[src/rtl/vc_buffer_pkg.sv]
`default_nettype none
// ============================================================================
// Module      : vc_buffer_pkg
// Description : Shared helpers for the multi-channel packet buffer.
//               - clog2-based width helpers (channel-select width, pointer
//                 width including the wrap bit)
//               - ptr_t pointer type for the default channel depth
//               - usedw slice-offset helper for the packed occupancy bus
// Revision    : 1.0 - initial release
// ============================================================================
package vc_buffer_pkg;

    localparam int c_DEF_DEPTH_LOG = 3;

    // Channel-select width; a single channel still needs a 1-bit select.
    function automatic int clog2_min1(input int n);
        return ($clog2(n) < 1) ? 1 : $clog2(n);
    endfunction

    // Pointer width: address bits plus the wrap bit that separates
    // full from empty when the address bits match.
    function automatic int ptr_width(input int depth_log);
        return depth_log + 1;
    endfunction

    typedef logic [c_DEF_DEPTH_LOG:0] ptr_t;

    // LSB of channel vc's field inside the packed usedw bus.
    function automatic int usedw_lsb(input int vc, input int depth_log);
        return vc * ptr_width(depth_log);
    endfunction

endpackage
`default_nettype wire

[src/rtl/vc_buffer_ptr.sv]
`default_nettype none
// ============================================================================
// Module      : vc_buffer_ptr
// Description : Head/tail pointer pair for one virtual channel, with full,
//               empty, occupancy and sticky error flags.
//               Ports: clk, rst; i_wr_req / i_rd_req (request already
//               decoded for this channel); o_wr_acc / o_rd_acc (accepted
//               operations); o_head_addr / o_tail_addr (storage offsets);
//               o_full, o_empty, o_usedw; o_err_overflow, o_err_underflow.
//               Error flags are built only when VC_BUFFER_ERR_EN is defined.
// Revision    : 1.0 - initial release
// ============================================================================
module vc_buffer_ptr
    import vc_buffer_pkg::*;
#(
    parameter int DEPTH_LOG = 3
) (
    input  logic                 clk,
    input  logic                 rst,
    input  logic                 i_wr_req,
    input  logic                 i_rd_req,
    output logic                 o_wr_acc,
    output logic                 o_rd_acc,
    output logic [DEPTH_LOG-1:0] o_head_addr,
    output logic [DEPTH_LOG-1:0] o_tail_addr,
    output logic                 o_full,
    output logic                 o_empty,
    output logic [DEPTH_LOG:0]   o_usedw,
    output logic                 o_err_overflow,
    output logic                 o_err_underflow
);

    localparam int c_PTR_W = ptr_width(DEPTH_LOG);

    logic [c_PTR_W-1:0] r_head;
    logic [c_PTR_W-1:0] r_tail;

    // Status derives only from registered pointers, so acceptance is judged
    // against the pre-edge state for both operations independently.
    assign o_empty = (r_head == r_tail);
    assign o_full  = (r_head[DEPTH_LOG-1:0] == r_tail[DEPTH_LOG-1:0]) &&
                     (r_head[DEPTH_LOG] != r_tail[DEPTH_LOG]);
    assign o_usedw = r_tail - r_head;

    assign o_wr_acc = i_wr_req && !o_full;
    assign o_rd_acc = i_rd_req && !o_empty;

    assign o_head_addr = r_head[DEPTH_LOG-1:0];
    assign o_tail_addr = r_tail[DEPTH_LOG-1:0];

    always_ff @(posedge clk) begin
        if (rst) begin
            r_head <= '0;
            r_tail <= '0;
        end else begin
            if (o_wr_acc) r_tail <= r_tail + 1'b1;
            if (o_rd_acc) r_head <= r_head + 1'b1;
        end
    end

`ifdef VC_BUFFER_ERR_EN
    logic r_err_overflow;
    logic r_err_underflow;

    always_ff @(posedge clk) begin
        if (rst) begin
            r_err_overflow  <= 1'b0;
            r_err_underflow <= 1'b0;
        end else begin
            if (i_wr_req && o_full)  r_err_overflow  <= 1'b1;
            if (i_rd_req && o_empty) r_err_underflow <= 1'b1;
        end
    end

    assign o_err_overflow  = r_err_overflow;
    assign o_err_underflow = r_err_underflow;
`else
    assign o_err_overflow  = 1'b0;
    assign o_err_underflow = 1'b0;
`endif

endmodule
`default_nettype wire

[src/rtl/vc_buffer.sv]
`default_nettype none
// ============================================================================
// Module      : vc_buffer
// Description : NUM_VC independent show-ahead FIFOs sharing one storage
//               array (channel v owns entries v*DEPTH .. v*DEPTH+DEPTH-1).
//               Ports: clk, rst; wr_en/wr_vc/wr_data write side;
//               rd_en/rd_vc read side with combinational rd_data (head of
//               rd_vc); per-channel full, empty, packed usedw; registered
//               credit_valid/credit_vc; sticky err_overflow/err_underflow.
//               Optional macro VC_BUFFER_ERR_EN builds the error flags;
//               otherwise they are tied to 0.
// Revision    : 1.0 - initial release
// ============================================================================
module vc_buffer
    import vc_buffer_pkg::*;
#(
    parameter int NUM_VC    = 4,
    parameter int DEPTH_LOG = 3,
    parameter int WIDTH     = 64,
    parameter int VC_LOG    = clog2_min1(NUM_VC)
) (
    input  logic                            clk,
    input  logic                            rst,
    input  logic                            wr_en,
    input  logic [VC_LOG-1:0]               wr_vc,
    input  logic [WIDTH-1:0]                wr_data,
    input  logic                            rd_en,
    input  logic [VC_LOG-1:0]               rd_vc,
    output logic [WIDTH-1:0]                rd_data,
    output logic [NUM_VC-1:0]               full,
    output logic [NUM_VC-1:0]               empty,
    output logic [NUM_VC*(DEPTH_LOG+1)-1:0] usedw,
    output logic                            credit_valid,
    output logic [VC_LOG-1:0]               credit_vc,
    output logic [NUM_VC-1:0]               err_overflow,
    output logic [NUM_VC-1:0]               err_underflow
);

    localparam int c_DEPTH   = 2 ** DEPTH_LOG;
    localparam int c_ENTRIES = NUM_VC * c_DEPTH;

    logic [WIDTH-1:0]     r_mem [c_ENTRIES];

    logic [NUM_VC-1:0]    w_wr_req;
    logic [NUM_VC-1:0]    w_rd_req;
    logic [NUM_VC-1:0]    w_wr_acc;
    logic [NUM_VC-1:0]    w_rd_acc;
    logic [DEPTH_LOG-1:0] w_head [NUM_VC];
    logic [DEPTH_LOG-1:0] w_tail [NUM_VC];
    logic [DEPTH_LOG-1:0] w_wr_tail;
    logic [DEPTH_LOG-1:0] w_rd_head;

    logic                 r_credit_valid;
    logic [VC_LOG-1:0]    r_credit_vc;

    // Out-of-range channel numbers decode to no channel, so such requests
    // neither move pointers nor raise error flags.
    for (genvar v = 0; v < NUM_VC; v++) begin : g_vc
        assign w_wr_req[v] = wr_en && (wr_vc == VC_LOG'(v));
        assign w_rd_req[v] = rd_en && (rd_vc == VC_LOG'(v));

        vc_buffer_ptr #(
            .DEPTH_LOG (DEPTH_LOG)
        ) u_ptr (
            .clk             (clk),
            .rst             (rst),
            .i_wr_req        (w_wr_req[v]),
            .i_rd_req        (w_rd_req[v]),
            .o_wr_acc        (w_wr_acc[v]),
            .o_rd_acc        (w_rd_acc[v]),
            .o_head_addr     (w_head[v]),
            .o_tail_addr     (w_tail[v]),
            .o_full          (full[v]),
            .o_empty         (empty[v]),
            .o_usedw         (usedw[usedw_lsb(v, DEPTH_LOG) +: DEPTH_LOG+1]),
            .o_err_overflow  (err_overflow[v]),
            .o_err_underflow (err_underflow[v])
        );
    end

    always_comb begin
        w_wr_tail = '0;
        w_rd_head = '0;
        for (int v = 0; v < NUM_VC; v++) begin
            if (wr_vc == VC_LOG'(v)) w_wr_tail = w_tail[v];
            if (rd_vc == VC_LOG'(v)) w_rd_head = w_head[v];
        end
    end

    // Channel number forms the upper address bits, giving each channel its
    // own contiguous DEPTH-entry region. Storage is never cleared.
    always_ff @(posedge clk) begin
        if (!rst && (|w_wr_acc)) begin
            r_mem[{wr_vc, w_wr_tail}] <= wr_data;
        end
    end

    assign rd_data = r_mem[{rd_vc, w_rd_head}];

    always_ff @(posedge clk) begin
        if (rst) begin
            r_credit_valid <= 1'b0;
            r_credit_vc    <= '0;
        end else begin
            r_credit_valid <= |w_rd_acc;
            if (|w_rd_acc) r_credit_vc <= rd_vc;
        end
    end

    assign credit_valid = r_credit_valid;
    assign credit_vc    = r_credit_vc;

endmodule
`default_nettype wire
[config.mk]
export PLATFORM = sky130hd
export DESIGN_NAME = vc_buffer
export DESIGN_NICKNAME = d
export VERILOG_FILES = /design/src/rtl/vc_buffer_pkg.sv /design/src/rtl/vc_buffer_ptr.sv /design/src/rtl/vc_buffer.sv
export SDC_FILE = /design/constraint.sdc
export NUM_CORES = 2
export LEC_CHECK = 0
export BUFFER_PORTS_ARGS = -buffer_cell sky130_fd_sc_hd__buf_2
export CORE_MARGIN = 5
export CORE_UTILIZATION = 35
export DETAILED_ROUTE_END_ITERATION = 12
export SLEW_MARGIN = 10
export SYNTH_ARGS = -nofsm -noshare
export SYNTH_HDL_FRONTEND = slang
export SYNTH_SLANG_ARGS = --single-unit
[constraint.sdc]
create_clock -name clk -period 5.52 [get_ports clk]
set_input_delay 0.828 -clock clk [delete_from_list [all_inputs] [get_ports clk]]
set_output_delay 0.828 -clock clk [all_outputs]
set_load 0.01 [all_outputs]
==> flow_summary_export.csv <==
group,metric,value,unit
die,std_cell_rows,177,
placed_design,port_buffers,162,
final_layout,synthToLayoutAreaGrowth,14.6,%
power,ir_drop,0.275,mV
yosys,synth-seq-cells,2083,
critical_path,critPathArrivalTime,4.20,ns
global_route,grt_util_met1,26.1,%
yosys,yosys.area_share.simple,10.0,%
clock_network,post-cts-setup-buffers,0,
sta,setup_tns,0,ns
clock_network,numCtsBuffers,201,
die,dieArea,0.243,mm^2
die,die_w,493,um
placed_design,dp_hpwl,120,mm
clock_network,insertion_delay,0.85,ns
die,start_util,35.1,%
clock_network,ctsHoldBuffers,0,
sta,finalHoldWorstSlack,0.470,ns
final_layout,nets,5852,
clock_network,cts_resized,0,
critical_path,r2r_end,"r_mem[24][28]",
final_layout,fin_cells,8973,
worst_hold_path,hp-start,"wr_data[35]",
yosys,synth_area,0.0816,mm^2
critical_path,path_class,"register to primary output",
critical_path,crit_chain,"inv_1 > mux4_4 > buf_4 > nand2_1 > a21oi_1 > o311ai_0 > nand4_1 > buf_2",
run_status,outcome,"completed",
yosys,synth-compound-area-share,7.08,%
clock_network,clock_sinks,2083,
routing,vias_per_cell,5.53,
critical_path,worstReg2RegStart,"g_vc[0].u_ptr.r_head[1]",
yosys,avgSynthCellArea,14.6,um^2
placed_design,gp_congestion,0.786,
routing,vias,49600,
routing,wl_per_cell,26.3,um
critical_path,crit_slowest_cell,"mux4_4",
worst_hold_path,hold_depth,1,
routing,drt_wl_total,236,mm
worst_hold_path,whs_endpoint,"r_mem[29][35]",
die,core,0.232,mm^2
clock_network,cts.path.max_buffers,3,
critical_path,cp_top_family,"buffers and inverters",
sta,relSlewSlack,30.2,%
power,power.total,31600,uW
yosys,synthAdderAreaFrac,0.405,%
global_route,grt_first_pass_wirelength,339,mm
placed_design,place_ws,0.689,ns
sta,setup_viol,0,
yosys,yosysWarnings,0,
sta,hold_viol,0,
global_route,antenna_found_initial,33,
final_layout,final.fill_count,21000,
yosys,synth-xor-area-share,0.386,%
critical_path,startpoint_type,"register",
die,io_pins,171,
clock_network,path_clk_slew,0.06,ns
global_route,grt_max_degree,154,
clock_network,cts_tree,"built",
critical_path,cp_max_fo,70,
yosys,synth_cell_types,52,
sta,report.final.slew_viol_count,0,
die,die_h,493,um
critical_path,cp.required,4.69,ns
worst_hold_path,min_path_type,"input port to register",
clock_network,cts_root_buf,"clkbuf_16",
yosys,syn_inst,5604,
critical_path,rr_worst_depth,9,
routing,drc,0,
sta,layout_setup_ws,0.496,ns
global_route,grt.met2_usage,30.7,%
global_route,grt.total_usage,18.9,%
yosys,ys_seq_area_share,76.2,%
routing,firstDrtPassIters,7,
global_route,grt.met3_usage,3.74,%
final_layout,multi_input_area,0.0179,mm^2
power,power.density,338,mW/mm^2
critical_path,cp-end-kind,"primary output",
clock_network,htreeDepth,4,
power,p_leak,0.0312,uW
sta,period_minus_slack,5.02,ns
critical_path,regToRegSetupSlack,1.17,ns
final_layout,seq_area,0.0622,mm^2
critical_path,crit_buf_inv,3,
sta,tightest_slew,1.04,ns
final_layout,drive_gt1_share,10.8,%
global_route,grt_pass1_vias,47500,
yosys,muxShareOfSynthArea,3.59,%
job,maxCapViolCount,0,
placed_design,dpl.cell_count,8596,
routing,antenna_left,0,
yosys,synth_top_family_by_area,"simple AND/OR/NAND/NOR gates",
critical_path,slowest_delay,0.88,ns
sta,max_freq,199,MHz
sta,rsz0062_at_grt,"false",
global_route,overflow,0,
sta,min_period_over_period,91.0,%
routing,drtIter0Drc,5582,
global_route,busiest_layer,"met2",
sta,fin_skew,0.0371,ns
[synthesized netlist by cell type, drive strengths merged]
| cell | instances | area share (%) |
|---|---|---|
| edfxtp | 2048 | 75 |
| nand2 | 1285 | 5.9 |
| nand3 | 323 | 2.0 |
| mux2i | 272 | 3.4 |
| a31oi | 254 | 1.9 |
| clkbuf | 209 | 0.96 |
| a211oi | 194 | 1.8 |
| buf | 173 | 1.2 |
| a21oi | 133 | 0.82 |
| nor2b | 133 | 1.0 |
| nor2 | 83 | 0.41 |
| nand4 | 70 | 0.54 |
| o21ai | 67 | 0.41 |
| a221oi | 63 | 0.68 |
| a32oi | 63 | 0.68 |
| o311ai | 63 | 0.68 |
| dfxtp | 35 | 0.86 |
| inv | 32 | 0.15 |
| ha | 20 | 0.31 |
| xnor2 | 20 | 0.21 |
| xor2 | 16 | 0.17 |
| mux4 | 7 | 0.19 |
| nand2b | 5 | 0.038 |
| a21o | 4 | 0.037 |
| fa | 4 | 0.098 |
| nor3 | 4 | 0.025 |
| or3 | 4 | 0.031 |
| mux2 | 3 | 0.041 |
| a2111oi | 2 | 0.021 |
| or2 | 2 | 0.015 |
| and2 | 1 | 0.0077 |
| and3 | 1 | 0.0077 |
| and4 | 1 | 0.011 |
| conb | 1 | 0.0046 |
| nand3b | 1 | 0.0092 |
| nor3b | 1 | 0.0092 |
| nor4 | 1 | 0.0077 |
| nor4b | 1 | 0.011 |
| nor4bb | 1 | 0.012 |
| o2111ai | 1 | 0.011 |
| o211ai | 1 | 0.0092 |
| o221ai | 1 | 0.011 |
| o22ai | 1 | 0.0077 |
[area by class of cell]
class,instances,area share (%)
well taps,3043,4.07
flip-flops and latches,2083,66.5
multi-input cells,3114,19.2
repair buffers,324,3.36
clock inverters,113,1.11
diodes,6,0.0161
inverters,32,0.128
clock buffers,258,5.63
[cells by family (layout without fill, tap and decap cells)]
family / after synthesis / count (layout)
fa+ha+maj: 24 / 24
compound gates: 847 / 847
other cells: 1 / 14
buf+inv: 414 / 727
mux: 282 / 282
flops: 2083 / 2083
xor+xnor: 36 / 36
simple gates: 1917 / 1917
[through the flow]
stage | instance area [um^2] | utilization (%)
6_report | 93500 | 40.2
3_3_place_gp | 87200 | 37.5
3_5_place_dp | 87200 | 37.5
2_1_floorplan | 81600 | -
4_1_cts | 93500 | 40.2
5_1_grt | 93500 | 40.2
[placed cells by master, fill, tap and decap left out, types with 73 or more instances in the layout]
cell,netlist,final
mux2i_1,271,269
a21oi_1,133,133
edfxtp_1,2048,2048
nand2_1,1285,1283
a211oi_1,194,194
buf_12,0,89
a31oi_1,254,254
nand3_1,323,323
nor2b_1,133,133
buf_4,26,73
clkbuf_16,0,201
buf_2,123,162
[sequential cells by signal (all words and copies together) (netlist names)]
name	count
r_mem	2048
g_vc.u_ptr.r_head	16
credit_vc	2
g_vc.u_ptr.r_tail	16
credit_valid	1
[layer usage]
layer	share of wire [%]	up-vias
li1	-	21600
met1	42	25500
met2	48	2215
met3	8.5	359
met4	2.1	26
met5	0.072	-
[worst max-delay path by stage]
stage / startpoint / end / slack (ns) / cells past startpoint
6_report: g_vc[1].u_ptr.r_head[2] / rd_data[36] / 0.50 / 8
3_3_place_gp: rd_vc[0] / rd_data[25] / 0.67 / 9
3_5_place_dp: rd_vc[0] / rd_data[36] / 0.69 / 8
4_1_cts: g_vc[1].u_ptr.r_head[2] / rd_data[36] / 0.39 / 8
5_1_grt: g_vc[1].u_ptr.r_head[2] / rd_data[47] / 0.24 / 9
2_1_floorplan: wr_vc[1] / r_mem[28][0] / 0.04 / 6
[report_power, final]
part	internal, uW	switching, uW	total (uW)
Clock	7330	5990	13300
Sequential	17400	16.7	17400
Combinational	212	667	879
Total	25000	6680	31600
(Power assumes the default switching activity.)
